**src/rtl/pipeline_4_writeback_pkg.sv**
```systemverilog
// Shared definitions for the write-back stage: control-word field positions,
// write-back source encodings, the HALT type bit and redirect FSM states.
package pipeline_pkg;

  localparam int unsigned DATA_W    = 16;
  localparam int unsigned CTL_W     = 22;
  localparam int unsigned INST_W    = 6;
  localparam int unsigned WNUM_W    = 3;
  localparam int unsigned LINK_W    = 9;

  localparam int unsigned CTL_WNUM  = 0;
  localparam int unsigned CTL_WRITE = 3;
  localparam int unsigned CTL_WBSEL = 4;
  localparam int unsigned CTL_LOADS = 8;
  localparam int unsigned CTL_LINK  = 9;

  localparam int unsigned INST_HALT = 5;

  typedef enum logic [1:0] {
    WB_RESULT = 2'b00,
    WB_MDATA  = 2'b01,
    WB_LINK   = 2'b10,
    WB_ZERO   = 2'b11
  } wb_sel_e;

  typedef enum logic {
    RD_IDLE  = 1'b0,
    RD_FLUSH = 1'b1
  } rd_state_e;

  // Register-file write port as seen by the execute-stage bypass.
  typedef struct packed {
    logic              valid;
    logic [WNUM_W-1:0] num;
    logic [DATA_W-1:0] data;
  } wb_port_t;

endpackage

```
**src/rtl/wb_redirect_ctrl.sv**
```systemverilog
// Taken-branch redirect: one-cycle pc_load with registered target, followed by
// an upstream flush window of FLUSH_CYCLES cycles. i_halt forces the idle state.
module wb_redirect_ctrl
  import pipeline_pkg::*;
#(
  parameter int unsigned FLUSH_CYCLES = 2,
  parameter int unsigned PC_W         = 9
) (
  input  logic            clk,
  input  logic            rst,
  input  logic            i_branch,
  input  logic [PC_W-1:0] i_target,
  input  logic            i_halt,
  output logic [PC_W-1:0] o_pc_target,
  output logic            o_pc_load,
  output logic            o_flush
);

  localparam int unsigned CNT_W = $clog2(FLUSH_CYCLES + 1);

  rd_state_e       r_state, w_state_nxt;
  logic [CNT_W-1:0] r_cnt, w_cnt_nxt;
  logic [PC_W-1:0]  r_target, w_target_nxt;
  logic             r_pc_load, w_pc_load_nxt;
  logic             r_flush, w_flush_nxt;

  always_ff @(posedge clk) begin
    if (rst) begin
      r_state   <= RD_IDLE;
      r_cnt     <= '0;
      r_target  <= '0;
      r_pc_load <= 1'b0;
      r_flush   <= 1'b0;
    end else begin
      r_state   <= w_state_nxt;
      r_cnt     <= w_cnt_nxt;
      r_target  <= w_target_nxt;
      r_pc_load <= w_pc_load_nxt;
      r_flush   <= w_flush_nxt;
    end
  end

  // Branches seen while flushing belong to killed instructions and are dropped.
  always_comb begin
    w_state_nxt   = r_state;
    w_cnt_nxt     = r_cnt;
    w_target_nxt  = r_target;
    w_pc_load_nxt = 1'b0;
    w_flush_nxt   = 1'b0;
    if (i_halt) begin
      w_state_nxt = RD_IDLE;
      w_cnt_nxt   = '0;
    end else begin
      case (r_state)
        RD_IDLE: begin
          if (i_branch) begin
            w_state_nxt   = RD_FLUSH;
            w_cnt_nxt     = CNT_W'(FLUSH_CYCLES);
            w_target_nxt  = i_target;
            w_pc_load_nxt = 1'b1;
            w_flush_nxt   = 1'b1;
          end
        end
        RD_FLUSH: begin
          if (r_cnt <= CNT_W'(1)) begin
            w_state_nxt = RD_IDLE;
            w_cnt_nxt   = '0;
          end else begin
            w_cnt_nxt   = r_cnt - CNT_W'(1);
            w_flush_nxt = 1'b1;
          end
        end
        default: begin
          w_state_nxt = RD_IDLE;
          w_cnt_nxt   = '0;
        end
      endcase
    end
  end

  assign o_pc_target = r_target;
  assign o_pc_load   = r_pc_load;
  assign o_flush     = r_flush;

endmodule

```
**src/rtl/pipeline_4_writeback.sv**
```systemverilog
// Pipeline stage 4: write-back select, status register, branch redirect and HALT.
// Define WB_FORWARD_EN to add the execute-stage bypass ports (fwd_*, fwd2_*).
module pipeline_4_writeback
  import pipeline_pkg::*;
#(
  parameter int unsigned FLUSH_CYCLES = 2,
  parameter int unsigned PC_W         = 9
) (
  input  logic              clk,
  input  logic              rst,
  input  logic [CTL_W-1:0]  control_in,
  input  logic [INST_W-1:0] inst_type_in,
  input  logic [DATA_W-1:0] result_in,
  input  logic [DATA_W-1:0] mdata,
  input  logic              N_in,
  input  logic              Z_in,
  input  logic              V_in,
  input  logic              do_delayed_B_in,
  input  logic [DATA_W-1:0] delayed_B_in,
  output logic [DATA_W-1:0] w_data,
  output logic [WNUM_W-1:0] w_num,
  output logic              w_en,
  output logic [2:0]        status,
  output logic [PC_W-1:0]   pc_target,
  output logic              pc_load,
  output logic              flush_out,
  output logic              halted
`ifdef WB_FORWARD_EN
  ,
  output logic              fwd_valid,
  output logic [WNUM_W-1:0] fwd_num,
  output logic [DATA_W-1:0] fwd_data,
  output logic              fwd2_valid,
  output logic [WNUM_W-1:0] fwd2_num,
  output logic [DATA_W-1:0] fwd2_data
`endif
);

  logic [WNUM_W-1:0] r_wnum;
  logic              r_write;
  wb_sel_e           r_wbsel;
  logic              r_loads;
  logic [LINK_W-1:0] r_link;
  logic              r_halt;
  logic [DATA_W-1:0] r_result;
  logic [2:0]        r_nzv;
  logic [2:0]        r_status;
  logic              r_halted;
  logic [DATA_W-1:0] w_wb_data;
  logic              w_unused_bits;

  assign w_unused_bits = ^{control_in[7:6], control_in[21:18], inst_type_in[4:0],
                           delayed_B_in[DATA_W-1:PC_W]};

  // Control fields reset to a bubble; datapath values do not need a reset.
  always_ff @(posedge clk) begin
    if (rst) begin
      r_wnum  <= '0;
      r_write <= 1'b0;
      r_wbsel <= WB_RESULT;
      r_loads <= 1'b0;
      r_link  <= '0;
      r_halt  <= 1'b0;
    end else begin
      r_wnum  <= control_in[CTL_WNUM +: WNUM_W];
      r_write <= control_in[CTL_WRITE];
      r_wbsel <= wb_sel_e'(control_in[CTL_WBSEL +: 2]);
      r_loads <= control_in[CTL_LOADS];
      r_link  <= control_in[CTL_LINK +: LINK_W];
      r_halt  <= inst_type_in[INST_HALT];
    end
  end

  always_ff @(posedge clk) begin
    r_result <= result_in;
    r_nzv    <= {N_in, Z_in, V_in};
  end

  // Status and halt are frozen once halted; the HALT instruction itself still retires.
  always_ff @(posedge clk) begin
    if (rst) begin
      r_status <= 3'b000;
      r_halted <= 1'b0;
    end else if (!r_halted) begin
      if (r_loads) r_status <= r_nzv;
      if (r_halt)  r_halted <= 1'b1;
    end
  end

  always_comb begin
    w_wb_data = '0;
    case (r_wbsel)
      WB_RESULT: w_wb_data = r_result;
      WB_MDATA:  w_wb_data = mdata;
      WB_LINK:   w_wb_data = DATA_W'(r_link);
      WB_ZERO:   w_wb_data = '0;
      default:   w_wb_data = '0;
    endcase
  end

  assign w_data = w_wb_data;
  assign w_num  = r_wnum;
  assign w_en   = r_write & ~r_halted;
  assign status = r_status;
  assign halted = r_halted;

  wb_redirect_ctrl #(
    .FLUSH_CYCLES (FLUSH_CYCLES),
    .PC_W         (PC_W)
  ) u_redirect (
    .clk         (clk),
    .rst         (rst),
    .i_branch    (do_delayed_B_in),
    .i_target    (delayed_B_in[PC_W-1:0]),
    .i_halt      (r_halted | r_halt),
    .o_pc_target (pc_target),
    .o_pc_load   (pc_load),
    .o_flush     (flush_out)
  );

`ifdef WB_FORWARD_EN
  wb_port_t r_fwd2;

  always_ff @(posedge clk) begin
    if (rst) r_fwd2 <= '0;
    else     r_fwd2 <= '{valid: w_en, num: w_num, data: w_wb_data};
  end

  assign fwd_valid  = w_en;
  assign fwd_num    = w_num;
  assign fwd_data   = w_wb_data;
  assign fwd2_valid = r_fwd2.valid;
  assign fwd2_num   = r_fwd2.num;
  assign fwd2_data  = r_fwd2.data;
`endif

endmodule

```
**config.mk**
```make
export PLATFORM = sky130hd
export DESIGN_NAME = pipeline_4_writeback
export DESIGN_NICKNAME = d
export VERILOG_FILES = /design/src/rtl/pipeline_4_writeback_pkg.sv /design/src/rtl/wb_redirect_ctrl.sv /design/src/rtl/pipeline_4_writeback.sv
export SDC_FILE = /design/constraint.sdc
export NUM_CORES = 1
export LEC_CHECK = 0
export BUFFER_PORTS_ARGS = -buffer_cell sky130_fd_sc_hd__buf_2
export CELL_PAD_IN_SITES_DETAIL_PLACEMENT = 0
export CELL_PAD_IN_SITES_GLOBAL_PLACEMENT = 1
export CORE_ASPECT_RATIO = 1.5
export CORE_MARGIN = 2
export CORE_UTILIZATION = 31
export CTS_CLUSTER_SIZE = 16
export DETAILED_ROUTE_END_ITERATION = 8
export PLACE_DENSITY = 0.86
export SLEW_MARGIN = 10
export SYNTH_ARGS = -nofsm -noshare
export SYNTH_HDL_FRONTEND = slang
export SYNTH_SLANG_ARGS = --single-unit
```
**constraint.sdc**
```tcl
create_clock -name clk -period 1.99 [get_ports clk]
set_input_delay 0.4975 -clock clk [delete_from_list [all_inputs] [get_ports clk]]
set_output_delay 0.4975 -clock clk [all_outputs]
set_load 0.05 [all_outputs]
```
==> flow_metrics.env <==
export IMPL_p_per_area_nw_per_um2=926
export IMPL_antenna_found_initial=0
export IMPL_area_growth_pct=41.1
export IMPL_crit_path_cell_trace="nor2b_1 -> buf_4 -> nand2_1 -> o21ai_2 -> buf_2"
export IMPL_finalCriticalPeriod_ns=1.86
export IMPL_syn_nets=253
export IMPL_numCtsBuffers=5
export IMPL_fin_cells=343
export IMPL_async_flop_share=0
export IMPL_drc=0
export IMPL_placed_cells=335
export IMPL_grt_pass1_vias=1331
export IMPL_sw_frac_of_total=0.283
export IMPL_grt_overflow=0
export IMPL_worstRegToRegCells=3
export IMPL_root_buffer="clkbuf_8"
export IMPL_synth_most_common_cell="dfxtp_1"
export IMPL_power_frac_comb=0.185
export IMPL_max_freq_mhz=538
export IMPL_final_util=0.452
export IMPL_required_ns=1.49
export IMPL_drv_slew=0
export IMPL_die_h_um=95.9
export IMPL_netlist_instances=171
export IMPL_holdWs_ns=0.291
export IMPL_drt_wl_total_um=3710
export IMPL_firstDrtPassIters=3
export IMPL_ys_warn_count=0
export IMPL_p_seq_frac=0.501
export IMPL_seqCellArea_um2=1060
export IMPL_cpPeakStageDelay_ns=0.38
export IMPL_worstPathMaxFanout=9
export IMPL_cpMaxStageDelayCell="dfxtp_4"
export IMPL_met2RoutedLength_um=2040
export IMPL_die_area_um2=6250
export IMPL_grt_max_degree=33
export IMPL_critPathLaunchType="register"
export IMPL_dpl_hpwl_um=2810
export IMPL_row_count=33
export IMPL_clock_latency_ns=0.30
export IMPL_hold_path_class="in2reg"
export IMPL_vdd_drop_max_mv=0.448
export IMPL_drive_gt1_frac=0.421
export IMPL_routed_via_density=4.29
export IMPL_synth_top_flop_cell="dfxtp_1"
export IMPL_cts_sinks=53
export IMPL_cts_max_path_buffers=2
export IMPL_wl_met3_um=255
export IMPL_placed_cell_area_um2=2330
export IMPL_yosysSeqAreaShare=0.608
export IMPL_synth_edff_count=0
export IMPL_stdcell_area_um2=2460
export IMPL_place_gp_congestion=0.631
export IMPL_postCtsSetupBuffers=0
export IMPL_status="finished clean"
export IMPL_drt_met1_wl_um=1360
export IMPL_yosysTopAreaCellShare=0.608
export IMPL_syn_area_um2=1740
export IMPL_grt_usage=0.118
export IMPL_netlist_top_cells_area="dfxtp_1, mux2i_1, nor2b_1, nand2_1, a21oi_1"
export IMPL_switching_power_uw=645
export IMPL_num_vias=1473
export IMPL_coreArea_um2=5450
export IMPL_avgRoutedWirePerCell_um=10.8
export IMPL_syn_area_per_cell_um2=10.2
export IMPL_ios=117
export IMPL_cts_max_level=2
export IMPL_cts_reportedPaths_clkPinSlew_ns=0.09
export IMPL_cts_tree="built"
export IMPL_intPower_mw=1.63
export IMPL_worst_setup_path_type="reg2out"
export IMPL_cp_end_kind="primary output"
export IMPL_multi_input_area_um2=644
export IMPL_cp_arrival_ns=1.36
export IMPL_antenna_cells=0
export IMPL_clkPwrFrac=0.314
export IMPL_slew_headroom=0.604
export IMPL_period_share=0.934
export IMPL_drtAntennaViolNets=0
export IMPL_postCtsHoldBufs=0
export IMPL_initialDrtViolationCount=33
export IMPL_n_fill_cell=578
export IMPL_holdPathStages=1
export IMPL_yosys_area_top_type="dfxtp_1"
export IMPL_hold_viol=0
export IMPL_synth_cells_most_frequent="dfxtp_1, nand2_1, nor2b_1"
export IMPL_die_x_um=65.2
export IMPL_maxCapViolCount=0
export IMPL_io_buffer_count=98
export IMPL_fin_nets=354
export IMPL_worstMarginPinSlew_ns=0.594
export IMPL_yosysUniqueCellTypes=16
export IMPL_rsz0062_at_grt="no"
export IMPL_synth_seq_cells=53
export IMPL_top_layer="met4"
export IMPL_grt_pass1_wl_um=5640
export IMPL_clock_skew_ns=0.00286
export IMPL_start_util=0.320
export IMPL_leakage_nw=1.16
export IMPL_setup_viol=0
==> final timing paths <==
| kind | slack, ns | endpoint | start |
|---|---|---|---|
| max | 0.13 | w_data[7] | r_wbsel[0] |
| min | 0.29 | r_result[2] | result_in[2] |
| max reg2reg | 0.52 | u_redirect.o_pc_target[4] | u_redirect.o_flush |
| min reg2reg | 0.46 | u_redirect.o_pc_target[0] | u_redirect.o_pc_target[0] |
==> cell families after synthesis <==
family	count (synthesis)	share of synthesized area
and+or+nand+nor	68	0.193
AOI/OAI and AO/OA	22	0.0631
DFF	53	0.608
muxes	19	0.109
buffers and inverters	9	0.0265
==> layout make-up <==
class                   instances  area share
flip-flops and latches         53       0.433
multi-input cells             109       0.262
repair buffers                102       0.222
clock buffers                   5      0.0280
well taps                      70      0.0356
clock inverters                 3      0.0188
inverters                       1     0.00153
==> cell usage in the layout, fill, tap and decap left out, types with 2 or more instances in the layout <==
master and instances:
o21ai_2 2, nor2b_1 20, buf_2 93, clkbuf_4 5, nand2_1 30, dfxtp_1 52, mux2i_1 19, a21oi_1 12
nor2_1 14, clkbuf_8 5, buf_4 3, o21ai_1 7
==> worst max-delay path: cells and delay by family, from the launching register on <==
kind	cells	cell delay (ns)
buf+inv	2	0.44
simple gates	2	0.19
compound gates	1	0.05
flops	1	0.38
==> power groups by stage <==
stage	Clock, mW	Sequential [mW]	Combinational [mW]
2_1_floorplan	0	1.24	0.221
3_3_place_gp	0	1.17	0.417
3_5_place_dp	0	1.17	0.422
4_1_cts	0.757	1.14	0.423
5_1_grt	0.801	1.15	0.453
6_report	0.717	1.14	0.422
==> metal layers <==
metal / vias to the layer above / global-route usage
met1: 655 / 0.117
met2: 53 / 0.223
met5: - / 0
met4: 0 / 0.0469
li1: 760 / -
met3: 5 / 0.0386
==> state kept, by name (all words and copies together), names as in the netlist <==
register                cells
w_num                       3
r_result                   16
status                      3
u_redirect.o_flush          1
r_wbsel                     2
r_loads                     1
halted                      1
u_redirect.r_cnt            2
r_link                      9
r_nzv                       3
u_redirect.o_pc_load        1
u_redirect.o_pc_target      9
r_write                     1
r_halt                      1
==> per-stage QoR <==
stage               setup TNS [ns]  total power, mW  setup WS (ns)
floorplan                 -0.00839             1.46       -0.00839
finish                           0             2.28          0.131
global placement                 0             1.58          0.328
detailed placement               0             1.59          0.307
global route                     0             2.40        0.00243
CTS                              0             2.32         0.0645
==> timing repair <==
item                       in CTS  in global routing
resized for setup               1                  6
setup endpoints to repair       7                  7
hold endpoints to repair        0                  0
Note: power is estimated with default switching activity, not from simulation.
